[src/rtl/uc_pkg.sv]
// Shared encodings for the multicycle control unit: state codes, opcodes,
// funct fields, ALU control codes and ALUOp classes.
package uc_pkg;

   typedef enum logic [3:0] {
      S_FETCH  = 4'd0,
      S_DECODE = 4'd1,
      S_MEMADR = 4'd2,
      S_MEMRD  = 4'd3,
      S_MEMWB  = 4'd4,
      S_MEMWR  = 4'd5,
      S_EXEC   = 4'd6,
      S_ALUWB  = 4'd7,
      S_BRANCH = 4'd8,
      S_ADDIEX = 4'd9,
      S_ADDIWB = 4'd10,
      S_JUMP   = 4'd11,
      S_ERR    = 4'd15
   } state_t;

   localparam logic [5:0] OP_RTYPE = 6'b000000;
   localparam logic [5:0] OP_LW    = 6'b100011;
   localparam logic [5:0] OP_SW    = 6'b101011;
   localparam logic [5:0] OP_BEQ   = 6'b000100;
   localparam logic [5:0] OP_ADDI  = 6'b001000;
   localparam logic [5:0] OP_J     = 6'b000010;

   localparam logic [5:0] FN_ADD = 6'b100000;
   localparam logic [5:0] FN_SUB = 6'b100010;
   localparam logic [5:0] FN_AND = 6'b100100;
   localparam logic [5:0] FN_OR  = 6'b100101;
   localparam logic [5:0] FN_SLT = 6'b101010;

   localparam logic [2:0] ULA_AND = 3'b000;
   localparam logic [2:0] ULA_OR  = 3'b001;
   localparam logic [2:0] ULA_ADD = 3'b010;
   localparam logic [2:0] ULA_SUB = 3'b110;
   localparam logic [2:0] ULA_SLT = 3'b111;

   localparam logic [1:0] ALUOP_ADD   = 2'b00;
   localparam logic [1:0] ALUOP_SUB   = 2'b01;
   localparam logic [1:0] ALUOP_FUNCT = 2'b10;

   localparam logic [1:0] SRCB_REG = 2'b00;
   localparam logic [1:0] SRCB_ONE = 2'b01;
   localparam logic [1:0] SRCB_IMM = 2'b10;

   localparam logic [1:0] PCSRC_ALU    = 2'b00;
   localparam logic [1:0] PCSRC_ALUOUT = 2'b01;
   localparam logic [1:0] PCSRC_JUMP   = 2'b10;

endpackage

[src/rtl/ula_dec.sv]
// ALU control decoder: maps ALUOp class plus R-type funct to the 3-bit ALU
// operation, and flags whether the funct field is one we implement.
module ula_dec
   import uc_pkg::*;
(
   input  logic [1:0] alu_op_i,
   input  logic [5:0] funct_i,
   output logic [2:0] ula_ctrl_o,
   output logic       legal_o
);

   logic [2:0] funct_ula;

   // legal_o depends on funct alone so DECODE can screen R-types early
   always_comb begin
      funct_ula = ULA_ADD;
      legal_o   = 1'b1;
      case (funct_i)
         FN_ADD:  funct_ula = ULA_ADD;
         FN_SUB:  funct_ula = ULA_SUB;
         FN_AND:  funct_ula = ULA_AND;
         FN_OR:   funct_ula = ULA_OR;
         FN_SLT:  funct_ula = ULA_SLT;
         default: legal_o   = 1'b0;
      endcase
   end

   always_comb begin
      ula_ctrl_o = ULA_ADD;
      case (alu_op_i)
         ALUOP_ADD:   ula_ctrl_o = ULA_ADD;
         ALUOP_SUB:   ula_ctrl_o = ULA_SUB;
         ALUOP_FUNCT: ula_ctrl_o = funct_ula;
         default:     ula_ctrl_o = ULA_ADD;
      endcase
   end

endmodule

[src/rtl/uc_multiciclo.sv]
// Multicycle MIPS-lite control unit: Moore sequencing FSM over the IR opcode,
// with PCEn the only output that also looks at the ALU zero flag.
module uc_multiciclo
   import uc_pkg::*;
#(
   parameter int RESET_PC_STEP = 1
) (
   input  logic       clk,
   input  logic       rst_n,
   input  logic [5:0] Op,
   input  logic [5:0] Funct,
   input  logic       Z,
   output logic [2:0] ULActrl,
   output logic       ALUSrcA,
   output logic [1:0] ALUSrcB,
   output logic       IorD,
   output logic       IRWrite,
   output logic       MemWrite,
   output logic       RegWrite,
   output logic       RegDst,
   output logic       MemtoReg,
   output logic [1:0] PCSrc,
   output logic       PCEn,
   output logic       Err,
   output logic [3:0] Estado
);

   // The PC increment comes from the datapath constant; the step parameter is
   // documentation only and resolves to the same select either way.
   localparam logic [1:0] SRCB_PC_INC = (RESET_PC_STEP == 1) ? SRCB_ONE : SRCB_ONE;

   state_t     state_q, state_d;
   logic [1:0] alu_op;
   logic       ir_write, mem_write, reg_write, pc_write, branch;
   logic       funct_legal;

   ula_dec u_ula_dec (
      .alu_op_i   (alu_op),
      .funct_i    (Funct),
      .ula_ctrl_o (ULActrl),
      .legal_o    (funct_legal)
   );

   always_ff @(posedge clk or negedge rst_n) begin
      if (!rst_n) state_q <= S_FETCH;
      else        state_q <= state_d;
   end

   always_comb begin
      state_d   = state_q;
      alu_op    = ALUOP_ADD;
      ALUSrcA   = 1'b0;
      ALUSrcB   = SRCB_REG;
      IorD      = 1'b0;
      ir_write  = 1'b0;
      mem_write = 1'b0;
      reg_write = 1'b0;
      RegDst    = 1'b0;
      MemtoReg  = 1'b0;
      PCSrc     = PCSRC_ALU;
      pc_write  = 1'b0;
      branch    = 1'b0;
      Err       = 1'b0;
      case (state_q)
         S_FETCH: begin
            ALUSrcB  = SRCB_PC_INC;
            ir_write = 1'b1;
            pc_write = 1'b1;
            state_d  = S_DECODE;
         end
         S_DECODE: begin
            ALUSrcB = SRCB_IMM;
            case (Op)
               OP_LW, OP_SW: state_d = S_MEMADR;
               OP_RTYPE:     state_d = funct_legal ? S_EXEC : S_ERR;
               OP_BEQ:       state_d = S_BRANCH;
               OP_ADDI:      state_d = S_ADDIEX;
               OP_J:         state_d = S_JUMP;
               default:      state_d = S_ERR;
            endcase
         end
         S_MEMADR: begin
            ALUSrcA = 1'b1;
            ALUSrcB = SRCB_IMM;
            state_d = (Op == OP_LW) ? S_MEMRD : S_MEMWR;
         end
         S_MEMRD: begin
            IorD    = 1'b1;
            state_d = S_MEMWB;
         end
         S_MEMWB: begin
            MemtoReg  = 1'b1;
            reg_write = 1'b1;
            state_d   = S_FETCH;
         end
         S_MEMWR: begin
            IorD      = 1'b1;
            mem_write = 1'b1;
            state_d   = S_FETCH;
         end
         S_EXEC: begin
            ALUSrcA = 1'b1;
            alu_op  = ALUOP_FUNCT;
            state_d = S_ALUWB;
         end
         S_ALUWB: begin
            RegDst    = 1'b1;
            reg_write = 1'b1;
            state_d   = S_FETCH;
         end
         S_BRANCH: begin
            ALUSrcA = 1'b1;
            alu_op  = ALUOP_SUB;
            PCSrc   = PCSRC_ALUOUT;
            branch  = 1'b1;
            state_d = S_FETCH;
         end
         S_ADDIEX: begin
            ALUSrcA = 1'b1;
            ALUSrcB = SRCB_IMM;
            state_d = S_ADDIWB;
         end
         S_ADDIWB: begin
            reg_write = 1'b1;
            state_d   = S_FETCH;
         end
         S_JUMP: begin
            PCSrc    = PCSRC_JUMP;
            pc_write = 1'b1;
            state_d  = S_FETCH;
         end
         S_ERR: begin
            Err     = 1'b1;
            state_d = S_ERR;
         end
         default: state_d = S_ERR;
      endcase
   end

   // Enables are masked by rst_n so an asserted reset kills writes at once.
   assign IRWrite  = ir_write  & rst_n;
   assign MemWrite = mem_write & rst_n;
   assign RegWrite = reg_write & rst_n;
   assign PCEn     = (pc_write | (branch & Z)) & rst_n;
   assign Estado   = state_q;

endmodule

[config.mk]
export PLATFORM = sky130hd
export DESIGN_NAME = uc_multiciclo
export DESIGN_NICKNAME = d
export VERILOG_FILES = /design/src/rtl/uc_pkg.sv /design/src/rtl/ula_dec.sv /design/src/rtl/uc_multiciclo.sv
export SDC_FILE = /design/constraint.sdc
export NUM_CORES = 1
export LEC_CHECK = 0
export CORE_MARGIN = 2
export CORE_UTILIZATION = 42
export CTS_BUF_LIST = sky130_fd_sc_hd__clkbuf_4 sky130_fd_sc_hd__clkbuf_8
export DETAILED_ROUTE_END_ITERATION = 8
export MAX_ROUTING_LAYER = met4
export PLACE_DENSITY = 0.88
export SLEW_MARGIN = 25
export SYNTH_ARGS = -nofsm -noshare
export SYNTH_HDL_FRONTEND = slang
export SYNTH_SLANG_ARGS = --single-unit
[constraint.sdc]
create_clock -name clk -period 4.76 [get_ports clk]
set_input_delay 0.952 -clock clk [delete_from_list [all_inputs] [get_ports clk]]
set_output_delay 0.952 -clock clk [all_outputs]
set_load 0.03 [all_outputs]
### Word level (Yosys, flattened, before mapping)

Index checks and enable logic that the tools add are counted.

| cells by class | value |
|---|---|
| equal/unequal tests | 24 |
| mux-type cells | 20 |
| bitwise operators | 6 |
| reductions and logical operators | 10 |

Operators with widths:

| kind | count |
|---|---|
| equality test 6 bit (second input constant) | 7 |
| one-hot mux 4 bit (7 select lines) | 1 |
| equality test 4 bit (second input constant) | 5 |
| one-hot mux 4 bit (5 select lines) | 1 |
| equality test 4 x 3 -> 1 bit (second input constant) | 4 |
| one-hot mux 2 bit (2 select lines) | 3 |
| one-hot mux 3 bit (4 select lines) | 1 |
| two-way mux 1 bit | 11 |
| equality test 4 x 2 -> 1 bit (second input constant) | 2 |
| equality test 6 x 2 -> 1 bit (second input constant) | 1 |
| equality test 6 x 3 -> 1 bit (second input constant) | 1 |
| equality test 6 x 4 -> 1 bit (second input constant) | 1 |
| logical NOT 6 bit | 1 |
| one-hot mux 3 bit (2 select lines) | 1 |
| OR reduction 2 bit | 3 |
| OR reduction 3 bit | 2 |
| OR reduction 6 bit | 1 |
| AND 1 bit | 5 |
| OR reduction 5 bit | 1 |
| equality test 4 x 1 -> 1 bit (second input constant) | 1 |
| logical NOT 4 bit | 1 |
| two-way mux 4 bit | 1 |
| OR reduction 4 bit | 1 |
| two-way mux 3 bit | 1 |
| other kinds (3) | 3 |

| storage, ports and cells | value |
|---|---|
| flip-flop bits (word level) | 4 |
| bits of input ports | 15 |
| output and inout port bits | 20 |
| logic and storage cells | 61 |

### Longest topological paths before layout

Gate-level depths: netlist (run 1).

| logic depth | value |
|---|---|
| word-level depth | 6 |
| gate-level depth with buffers | 7 |
| gate-level depth less buffers | 6 |

### Hierarchy

From an unflattened synthesis (run 1), not the netlist that was laid out.

| second synthesis, totals | value |
|---|---|
| cells, all modules | 88 |
| area total of the unflattened synthesis | 661.9 µm² |

By module, submodules not included:

| module | instances | cells an instance | area an instance (µm²) | sequential area each (µm²) |
|---|---|---|---|---|
| uc_multiciclo | 1 | 70 | 494.2 | 100.1 |
| ula_dec | 1 | 18 | 167.7 | 0.0 |

### Worst setup path before layout (run 1)

OpenSTA, ideal clock, no wires.

| path | value |
|---|---|
| kind | reg-to-output |
| start | register state_q[1] (netlist: Estado[1]) |
| end | output ULActrl[0] |
| arrival time | 2.215 ns |
| data required time | 3.808 ns |
| setup slack | 1.593 ns |
| cell stages (with the launch flop) | 7 |
| buffers on the path | 1 |
| cells stage by stage | dfrtp_1 > clkbuf_1 > nor2b_1 > nand2_1 > inv_1 > ha_1 > nor3b_1 |

| between the ends | value |
|---|---|
| cells in the longest elaborated chain, start to end | 4 |
| elaborated cells between the ends (all ways) | 6 |
| classes of those cells | 4 x eq/ne; 2 x mux |

RTL lines:

| item | RTL line | RTL |
|---|---|---|
| from (decl) | uc_multiciclo.sv:32 | `state_t state_q, state_d;` |
| from (signal assigned) | uc_multiciclo.sv:46 | `else state_q <= state_d;` |
| equality test 4 bit / equality test 4 x 3 -> 1 bit (equally long branches) | uc_multiciclo.sv:64 | `case (state_q)` |
| one-hot mux 2 bit (2 select lines) (*) | uc_multiciclo.sv:64 |  |
| equality test 2 bit / equality test 2 x 1 -> 1 bit (equally long branches) | ula_dec.sv:30 | `case (alu_op_i)` |
| one-hot mux 3 bit (2 select lines) (*) | ula_dec.sv:30 |  |
| to (decl) | uc_multiciclo.sv:13 | `output logic [2:0] ULActrl,` |

Mark *: on every way between the ends. The rest lies on a longest branch, timed or not.

### Worst setup path in the final report (run 1)

| path | value |
|---|---|
| start | input Funct[5] |
| end | output ULActrl[0] |

| between the ends | value |
|---|---|
| cells in the longest elaborated chain, start to end | 3 |
| elaborated cells between the ends (all ways) | 6 |
| classes of those cells | 4 x eq/ne; 2 x mux |

RTL lines:

| item | RTL line | RTL |
|---|---|---|
| from (decl) | uc_multiciclo.sv:11 | `input logic [5:0] Funct,` |
| equality test 6 bit | ula_dec.sv:18 | `case (funct_i)` |
| one-hot mux 3 bit (4 select lines) (*) | ula_dec.sv:18 |  |
| one-hot mux 3 bit (2 select lines) (*) | ula_dec.sv:30 |  |

Marked as above.

==> results of run 1 <==
## cell families (layout without fill, tap and decap cells)
family	after synthesis	after routing
AO/OA/AOI/OAI	20	20
adder cells (fa/ha/maj)	3	3
AND/OR/NAND/NOR	46	46
buffers and inverters	10	43
flip-flops	4	4
multiplexers	1	1
XOR/XNOR	3	3
## cell type report
class | count | share of cell area, %
multi-input cells | 73 | 48.1
repair buffers | 34 | 35.1
flip-flops and latches | 4 | 10.3
clock buffers | 3 | 2.32
inverters | 6 | 2.32
well taps | 15 | 1.93
## through the flow
stage | hold slack, ps | cell area [µm²] | power (mW) | std cells
2_1_floorplan | 656 | 604 | 0.357 | 87
3_3_place_gp | 767 | 948 | 0.503 | 132
3_5_place_dp | 782 | 948 | 0.514 | 132
4_1_cts | 790 | 971 | 0.558 | 135
5_1_grt | 848 | 971 | 0.591 | 135
6_report | 783 | 971 | 0.559 | 135
## final timing paths
| check | startpoint | endpoint | slack, ps | depth (start not counted) |
|---|---|---|---|---|
| worst max-delay path | Funct[5] | ULActrl[0] | 1010 | 6 |
| worst min-delay path | Estado[0] | Estado[0] | 780 | 1 |
| worst max register to register | Estado[2] | Estado[2] | 3340 | 3 |
| worst min register to register | Estado[0] | Estado[0] | 780 | 1 |
| max in group asynchronous | rst_n | Estado[3] | 3590 | 1 |
| min in group asynchronous | rst_n | Estado[2] | 960 | 1 |
## Yosys cell counts
cell / number
and3b_1: 1
nor2b_1: 5
o32a_1: 1
and3_1: 2
nand3b_1: 1
or3_1: 1
nor2_1: 9
nor3b_1: 1
a311oi_2: 1
maj3_2: 1
o21ai_0: 7
a21oi_1: 4
a2bb2oi_1: 1
and2_1: 1
a211oi_1: 1
nand2_1: 5
nor4_1: 4
mux2i_1: 1
a211o_1: 1
xnor2_1: 2
or4_1: 1
xor2_1: 1
nor3_1: 6
or4_4: 1
dfrtp_1: 4
a31oi_1: 1
ha_1: 2
clkbuf_1: 4
or2_1: 1
o31ai_2: 1
nand3_1: 3
o311ai_1: 2
inv_1: 6
nand2b_1: 4
## metal layers
metal / global-route usage (%) / share of wire [%]
met2: 37.2 / 52
met5: - / 0
met4: 7.74 / 0
met1: 22.3 / 41
met3: 4.35 / 7.1
## worst max-delay path: cells and delay by family
family	cells	cell delay, ps
buffers and inverters	2	1140
AO/OA/AOI/OAI	1	150
AND/OR/NAND/NOR	3	550
## power breakdown
group          internal [mW]  total (mW)  switching, mW  leakage, nW
sequential            0.0504       0.114         0.0633       0.0491
clock                 0.0282      0.0425         0.0143       0.0138
combinational          0.176       0.403          0.227        0.304
total                  0.254       0.559          0.305        0.367
==> impl_metrics.csv, run 1 <==
group,metric,value,unit
outcome,status,"finished clean",
setup_path,cp_slowest_cell,"clkdlybuf4s50_1",
yosys,synthSimpleGateAreaFrac,41.8,%
sta,timing.final.crit_share,78.9,%
route,drt_iter0_drc,12,
final_layout,diodes,0,
final_layout,n_fill_cell,114,
sta,relSlewSlack,68.4,%
final_layout,post-route-util,73.7,%
place,place_hpwl,1.36,mm
power_and_ir_drop,power.density,576,nW/µm²
global_routing,grt_max_degree,17,
clocking,htreeDepth,1,
floorplanning,initial_core_util,45.9,%
floorplanning,core_area,1320,µm²
setup_path,critPathMaxStageDelay,700,ps
final_layout,drive_above_1_share,5.83,%
yosys,yosys.area_share.adder,6.00,%
route,detail_route.first_pass.iterations,9,
sta,final_hold_viol_count,0,
global_routing,grt_usage,20.8,%
setup_path,path_cells,"clkdlybuf4s50_1 > nor2b_1 > nand3_1 > a2bb2oi_1 > nor3b_1 > clkdlybuf4s50_1",
global_routing,grt_antenna_before_repair,0,
run,maxCapViolations,0,
setup_path,required,3810,ps
yosys,netlist_area,604,µm²
global_routing,first_global_vias,717,
floorplanning,row_count,13,
power_and_ir_drop,p_leak,0.367,nW
floorplanning,die_w,41.9,µm
yosys,synth_compound_area_share,23.4,%
final_layout,nNetsFinal,139,
yosys,synth_seq_cells,4,
setup_path,worstSetupPathType,"in -> out",
clocking,clock-root-buffer,"clkbuf_4",
sta,maxSlewViolCount,0,
global_routing,grt_pass1_wl,2.85,mm
setup_path,cp.arrival,2800,ps
clocking,cts_tree,"yes",
clocking,post_cts_resized,0,
yosys,syn_nets,104,
route,wl_per_cell,12.8,µm
floorplanning,die_h,41.9,µm
power_and_ir_drop,ir_drop,0.225,mV
final_layout,largest_register_ffs,4,
route,viasPerCell,5.85,
final_layout,final_common_cell,"clkdlybuf4s50_1",
yosys,synth_cells,87,
route,drc,0,
clocking,clk_latency,240,ps
yosys,syn_avg_cell_area,6.95,µm²
route,ant_nets,0,
final_layout,syn_to_final_growth,60.7,%
clocking,clk_pin_slew,40,ps
floorplanning,io_pins,35,
yosys,synth_area_leaders,"dfrtp_1, o21ai_0, nor2_1, nor2b_1, nor3_1",
route,routed_wl,1.72,mm
yosys,synth_top_family_by_area,"simple AND/OR/NAND/NOR gates",
clocking,cts_sinks,4,
sta,tightest_slew,474,ps
route,vias,790,
clocking,clock_path_buffers,2,
yosys,yosys.area.top_type,"dfrtp_1",
setup_path,cp_max_fo,3,
yosys,synth_xor_area_share,4.35,%
sta,fin_ws,1010,ps
sta,setup_tns,0,ps
yosys,netlist-cell-type-count,34,
yosys,yosysTopAreaCellShare,16.6,%
sta,setup_violations,0,
yosys,synth_seq_area_share,16.6,%
floorplanning,dieArea,1760,µm²
yosys,ys.warnings.count,0,
clocking,post_cts_buffers,0,
place,numPortBuffers,34,
clocking,hold_buffers,0,
place,routabilityCongestion,0.815,
yosys,muxShareOfSynthArea,1.66,%
clocking,cts_buffers,3,
final_layout,seqCellArea,100,µm²
global_routing,gr-total-overflow,0,
sta,finalCriticalPeriod,3750,ps
final_layout,final_cell_mix,"clkdlybuf4s50_1, nor2_1, o21ai_0",
setup_path,end_kind,"output pin",
sta,fmax,266,MHz
setup_path,path_common_cell,"clkdlybuf4s50_1",
worst_hold_path,min-delay-path-class,"reg -> reg",
setup_path,start_kind,"input pin",
sta,skew,1.09,ps
sta,rsz0062_at_grt,"false",
place,dpl_worst_slack,1020,ps
final_layout,multiInputGateArea,467,µm²
(Power assumes the default switching activity.)
==> inputs of run 2 (changes only) <==
--- a/config.mk
+++ b/config.mk
@@ -6,11 +6,11 @@
 export NUM_CORES = 1
 export LEC_CHECK = 0
 export CORE_MARGIN = 2
-export CORE_UTILIZATION = 42
+export CORE_UTILIZATION = 35
 export CTS_BUF_LIST = sky130_fd_sc_hd__clkbuf_4 sky130_fd_sc_hd__clkbuf_8
 export DETAILED_ROUTE_END_ITERATION = 8
 export MAX_ROUTING_LAYER = met4
-export PLACE_DENSITY = 0.88
+export PLACE_DENSITY = 0.78
 export SLEW_MARGIN = 25
 export SYNTH_ARGS = -nofsm -noshare
 export SYNTH_HDL_FRONTEND = slang
==> constraint.sdc (replaced) <==
create_clock -name clk -period 3.3 [get_ports clk]
set_input_delay 0.66 -clock clk [delete_from_list [all_inputs] [get_ports clk]]
set_output_delay 0.66 -clock clk [all_outputs]
set_load 0.03 [all_outputs]
==> impl_metrics.csv, run 2 (synthesis gave the netlist of run 1 again) <==
group,metric,value,unit
place,numPortBuffers,34,
final_layout,syn_to_final_growth,64.8,%
floorplanning,die_h,45.6,µm
sta,setup_violations,0,
final_layout,largest_register_ffs,4,
global_routing,grt_pass1_wl,2.62,mm
route,drt_iter0_drc,16,
route,ant_nets,0,
global_routing,grt_usage,17.8,%
final_layout,drive_above_1_share,8.13,%
sta,relSlewSlack,74.5,%
clocking,hold_buffers,0,
sta,fin_ws,99.2,ps
route,viasPerCell,5.55,
final_layout,final_cell_mix,"clkdlybuf4s50_1, nor2_1, o21ai_0",
floorplanning,initial_core_util,36.2,%
place,routabilityCongestion,0.782,
power_and_ir_drop,p_leak,0.382,nW
clocking,post_cts_resized,0,
run,maxCapViolations,0,
sta,rsz0062_at_grt,"false",
global_routing,first_global_vias,683,
place,dpl_worst_slack,83.7,ps
sta,timing.final.crit_share,97.0,%
clocking,clock-root-buffer,"clkbuf_4",
route,vias,777,
clocking,htreeDepth,1,
place,place_hpwl,1.36,mm
clocking,post_cts_buffers,0,
sta,setup_tns,0,ps
floorplanning,row_count,15,
sta,fmax,312,MHz
clocking,clk_pin_slew,40,ps
setup_path,cp.arrival,2540,ps
route,drc,0,
sta,finalCriticalPeriod,3200,ps
final_layout,nNetsFinal,142,
route,detail_route.first_pass.iterations,4,
sta,whs,644,ps
setup_path,cp_max_fo,3,
sta,tightest_slew,382,ps
setup_path,required,2640,ps
power_and_ir_drop,power.density,826,nW/µm²
clocking,clk_latency,240,ps
clocking,clock_path_buffers,2,
floorplanning,core_area,1670,µm²
sta,maxSlewViolCount,0,
global_routing,gr-total-overflow,0,
floorplanning,die_w,45.6,µm
final_layout,final_common_cell,"clkdlybuf4s50_1",
power_and_ir_drop,ir_drop,0.366,mV
setup_path,start_kind,"input pin",
floorplanning,dieArea,2080,µm²
sta,skew,4.81,ps
worst_hold_path,min-delay-path-class,"reg -> reg",
clocking,cts_sinks,4,
outcome,status,"finished clean",
final_layout,diodes,0,
floorplanning,io_pins,35,
global_routing,grt_max_degree,16,
setup_path,worstSetupPathType,"in -> out",
setup_path,end_kind,"output pin",
clocking,cts_tree,"yes",
clocking,cts_buffers,3,
global_routing,grt_antenna_before_repair,0,
route,wl_per_cell,12.0,µm
route,routed_wl,1.68,mm
sta,final_hold_viol_count,0,
## run 2: per-stage QoR
stage / utilization [%] / instances / power, mW / instance area, µm²
floorplan: - / 87 / 0.515 / 604
global placement: 58.3 / 137 / 0.755 / 973
detailed placement: 58.3 / 137 / 0.761 / 973
CTS: 59.6 / 140 / 0.828 / 996
global route: 59.6 / 140 / 0.886 / 996
finish: 59.6 / 140 / 0.823 / 996
## run 2: final timing paths
path	start	to	slack, ps	depth (start not counted)
worst min-delay path	Estado[3]	Estado[2]	640	3
worst max-delay path	Funct[5]	ULActrl[0]	100	6
min in group asynchronous	rst_n	Estado[2]	670	1
worst min register to register	Estado[3]	Estado[2]	640	3
worst max register to register	Estado[2]	Estado[2]	1920	4
max in group asynchronous	rst_n	Estado[0]	2410	1
## run 2: area by class of cell
cell class,count,area [µm²]
sequential,4,100
fill,169,674
timing repair buffer,37,363
multi-input combinational,73,467
inverter,6,22.5
clock buffer,3,22.5
tap,17,21.3
## run 2: critical path, stage by stage
cell and delay (ps):
clkdlybuf4s50_1 450, nor2b_1 230, nand3_1 130, a2bb2oi_1 150
nor3b_1 210, clkdlybuf4s50_1 710
## run 2: routing by layer
layer,wire (µm),vias up,part of all wire [%],track usage (%)
met1,709,352,42,18.3
met5,0,-,0,-
met3,90,2,5.3,1.98
met2,867,30,52,31.8
li1,-,393,-,-
met4,15,0,0.89,10.6
## run 2: power breakdown
group	switching (mW)	total (mW)	internal, mW
clock	0.0207	0.0615	0.0407
sequential	0.0307	0.104	0.0738
combinational	0.382	0.657	0.275
==> inputs of run 3 (changes only) <==
--- a/config.mk
+++ b/config.mk
@@ -5,12 +5,14 @@
 export SDC_FILE = /design/constraint.sdc
 export NUM_CORES = 1
 export LEC_CHECK = 0
+export CELL_PAD_IN_SITES_DETAIL_PLACEMENT = 1
+export CELL_PAD_IN_SITES_GLOBAL_PLACEMENT = 1
 export CORE_MARGIN = 2
-export CORE_UTILIZATION = 35
+export CORE_UTILIZATION = 27
 export CTS_BUF_LIST = sky130_fd_sc_hd__clkbuf_4 sky130_fd_sc_hd__clkbuf_8
 export DETAILED_ROUTE_END_ITERATION = 8
 export MAX_ROUTING_LAYER = met4
-export PLACE_DENSITY = 0.78
+export PLACE_DENSITY_LB_ADDON = 0.1
 export SLEW_MARGIN = 25
 export SYNTH_ARGS = -nofsm -noshare
 export SYNTH_HDL_FRONTEND = slang
==> constraint.sdc (replaced) <==
create_clock -name clk -period 4.1 [get_ports clk]
set_input_delay 0.82 -clock clk [delete_from_list [all_inputs] [get_ports clk]]
set_output_delay 0.82 -clock clk [all_outputs]
set_load 0.03 [all_outputs]
==> impl_metrics.csv, run 3 (synthesis gave the netlist of run 1 again) <==
group,metric,value,unit
setup_path,path_cells,"clkdlybuf4s50_1 > nor2b_1 > and3_1 > a2bb2oi_1 > nor3b_1 > clkdlybuf4s50_1",
final_layout,nNetsFinal,140,
route,vias,765,
power_and_ir_drop,power.density,651,nW/µm²
clocking,clk_latency,230,ps
worst_hold_path,min-delay-path-class,"reg -> reg",
setup_path,startpoint,"Funct[5]",
place,dpl_worst_slack,636,ps
global_routing,gr-total-overflow,0,
sta,final_hold_viol_count,0,
final_layout,syn_to_final_growth,64.6,%
global_routing,grt_antenna_before_repair,0,
final_layout,largest_register_ffs,4,
setup_path,worstSetupPathType,"in -> out",
setup_path,end_kind,"output pin",
clocking,post_cts_buffers,0,
setup_path,start_kind,"input pin",
route,drt_iter0_drc,6,
place,numPortBuffers,34,
place,routabilityCongestion,0.788,
sta,timing.final.crit_share,84.0,%
clocking,post_cts_resized,0,
setup_path,r2r_start,"Estado[2]",
global_routing,grt_pass1_wl,3.08,mm
route,routed_wl,1.70,mm
floorplanning,initial_core_util,27.9,%
power_and_ir_drop,p_leak,0.371,nW
sta,finalCriticalPeriod,3440,ps
final_layout,drive_above_1_share,6.61,%
floorplanning,io_pins,35,
clocking,clk_pin_slew,40,ps
setup_path,cp_max_fo,3,
floorplanning,core_area,2170,µm²
clocking,clock_path_buffers,2,
sta,relSlewSlack,68.1,%
sta,fin_ws,657,ps
final_layout,seqCellArea,100,µm²
setup_path,critPathMaxStageDelay,690,ps
place,placed_cells,146,
clocking,clock-root-buffer,"clkbuf_4",
floorplanning,row_count,17,
route,drc,0,
clocking,cts_tree,"yes",
floorplanning,die_h,51.3,µm
route,detail_route.first_pass.iterations,4,
final_layout,final_cells,149,
place,place_hpwl,1.38,mm
sta,rsz0062_at_grt,"false",
route,ant_nets,0,
clocking,cts_buffers,3,
sta,tightest_slew,478,ps
sta,setup_tns,0,ps
setup_path,path_common_cell,"clkdlybuf4s50_1",
final_layout,final_cell_mix,"clkdlybuf4s50_1, nor2_1, o21ai_0",
final_layout,diodes,0,
sta,setup_violations,0,
sta,fmax,290,MHz
floorplanning,die_w,51.3,µm
outcome,status,"finished clean",
setup_path,cp.arrival,2620,ps
sta,skew,3.44,ps
run,maxCapViolations,0,
final_layout,final_common_cell,"clkdlybuf4s50_1",
global_routing,grt_usage,15.6,%
global_routing,grt_max_degree,17,
global_routing,first_global_vias,763,
sta,maxSlewViolCount,0,
setup_path,cp_slowest_cell,"clkdlybuf4s50_1",
final_layout,multiInputGateArea,467,µm²
clocking,htreeDepth,1,
worst_hold_path,hp-start,"Estado[2]",
route,viasPerCell,5.13,
final_layout,n_fill_cell,288,
floorplanning,dieArea,2630,µm²
power_and_ir_drop,ir_drop,0.266,mV
setup_path,required,3280,ps
clocking,hold_buffers,0,
clocking,cts_sinks,4,
route,wl_per_cell,11.4,µm
[run 3: power by group]
part           switching (mW)  internal (mW)  leakage (nW)
Sequential             0.0542         0.0588        0.0491
Combinational           0.276          0.211         0.309
Clock                  0.0154         0.0327        0.0138
Total                   0.345          0.302         0.371
[run 3: per-stage QoR]
stage	hold WS, ps	power, mW	cell area (µm²)	utilization, %
2_1_floorplan	524	0.415	604	-
3_3_place_gp	687	0.602	972	44.8
3_5_place_dp	697	0.605	972	44.8
4_1_cts	705	0.656	995	45.8
5_1_grt	780	0.709	995	45.8
6_report	694	0.647	995	45.8
[run 3: final cells by class]
| type | instances | share of cell area, % |
|---|---|---|
| clock buffer | 3 | 2.26 |
| inverter | 6 | 2.26 |
| multi-input combinational | 73 | 46.9 |
| tap | 28 | 3.52 |
| timing repair buffer | 35 | 35.0 |
| sequential | 4 | 10.1 |
[run 3: path summary, 6_finish.rpt]
| path | cells after the start | to | slack [ps] |
|---|---|---|---|
| max | 6 | ULActrl[0] | 660 |
| min | 2 | Estado[3] | 690 |
| max reg2reg | 4 | Estado[2] | 2740 |
| min reg2reg | 2 | Estado[3] | 690 |
| max in group asynchronous | 1 | Estado[3] | 3050 |
| min in group asynchronous | 1 | Estado[1] | 830 |
[run 3: worst max-delay path, delay by kind of cell]
kind	cells	cell delay (ps)
buffers and inverters	2	1130
AO/OA/AOI/OAI	1	70
AND/OR/NAND/NOR	3	600
[run 3: routing by layer]
metal / up-vias / global-route usage, % / wire, µm
met2: 35 / 28.1 / 836
met5: - / - / 0
met1: 338 / 16.8 / 700
met3: 4 / 1.17 / 126
met4: 0 / 9.21 / 41
li1: 388 / - / -
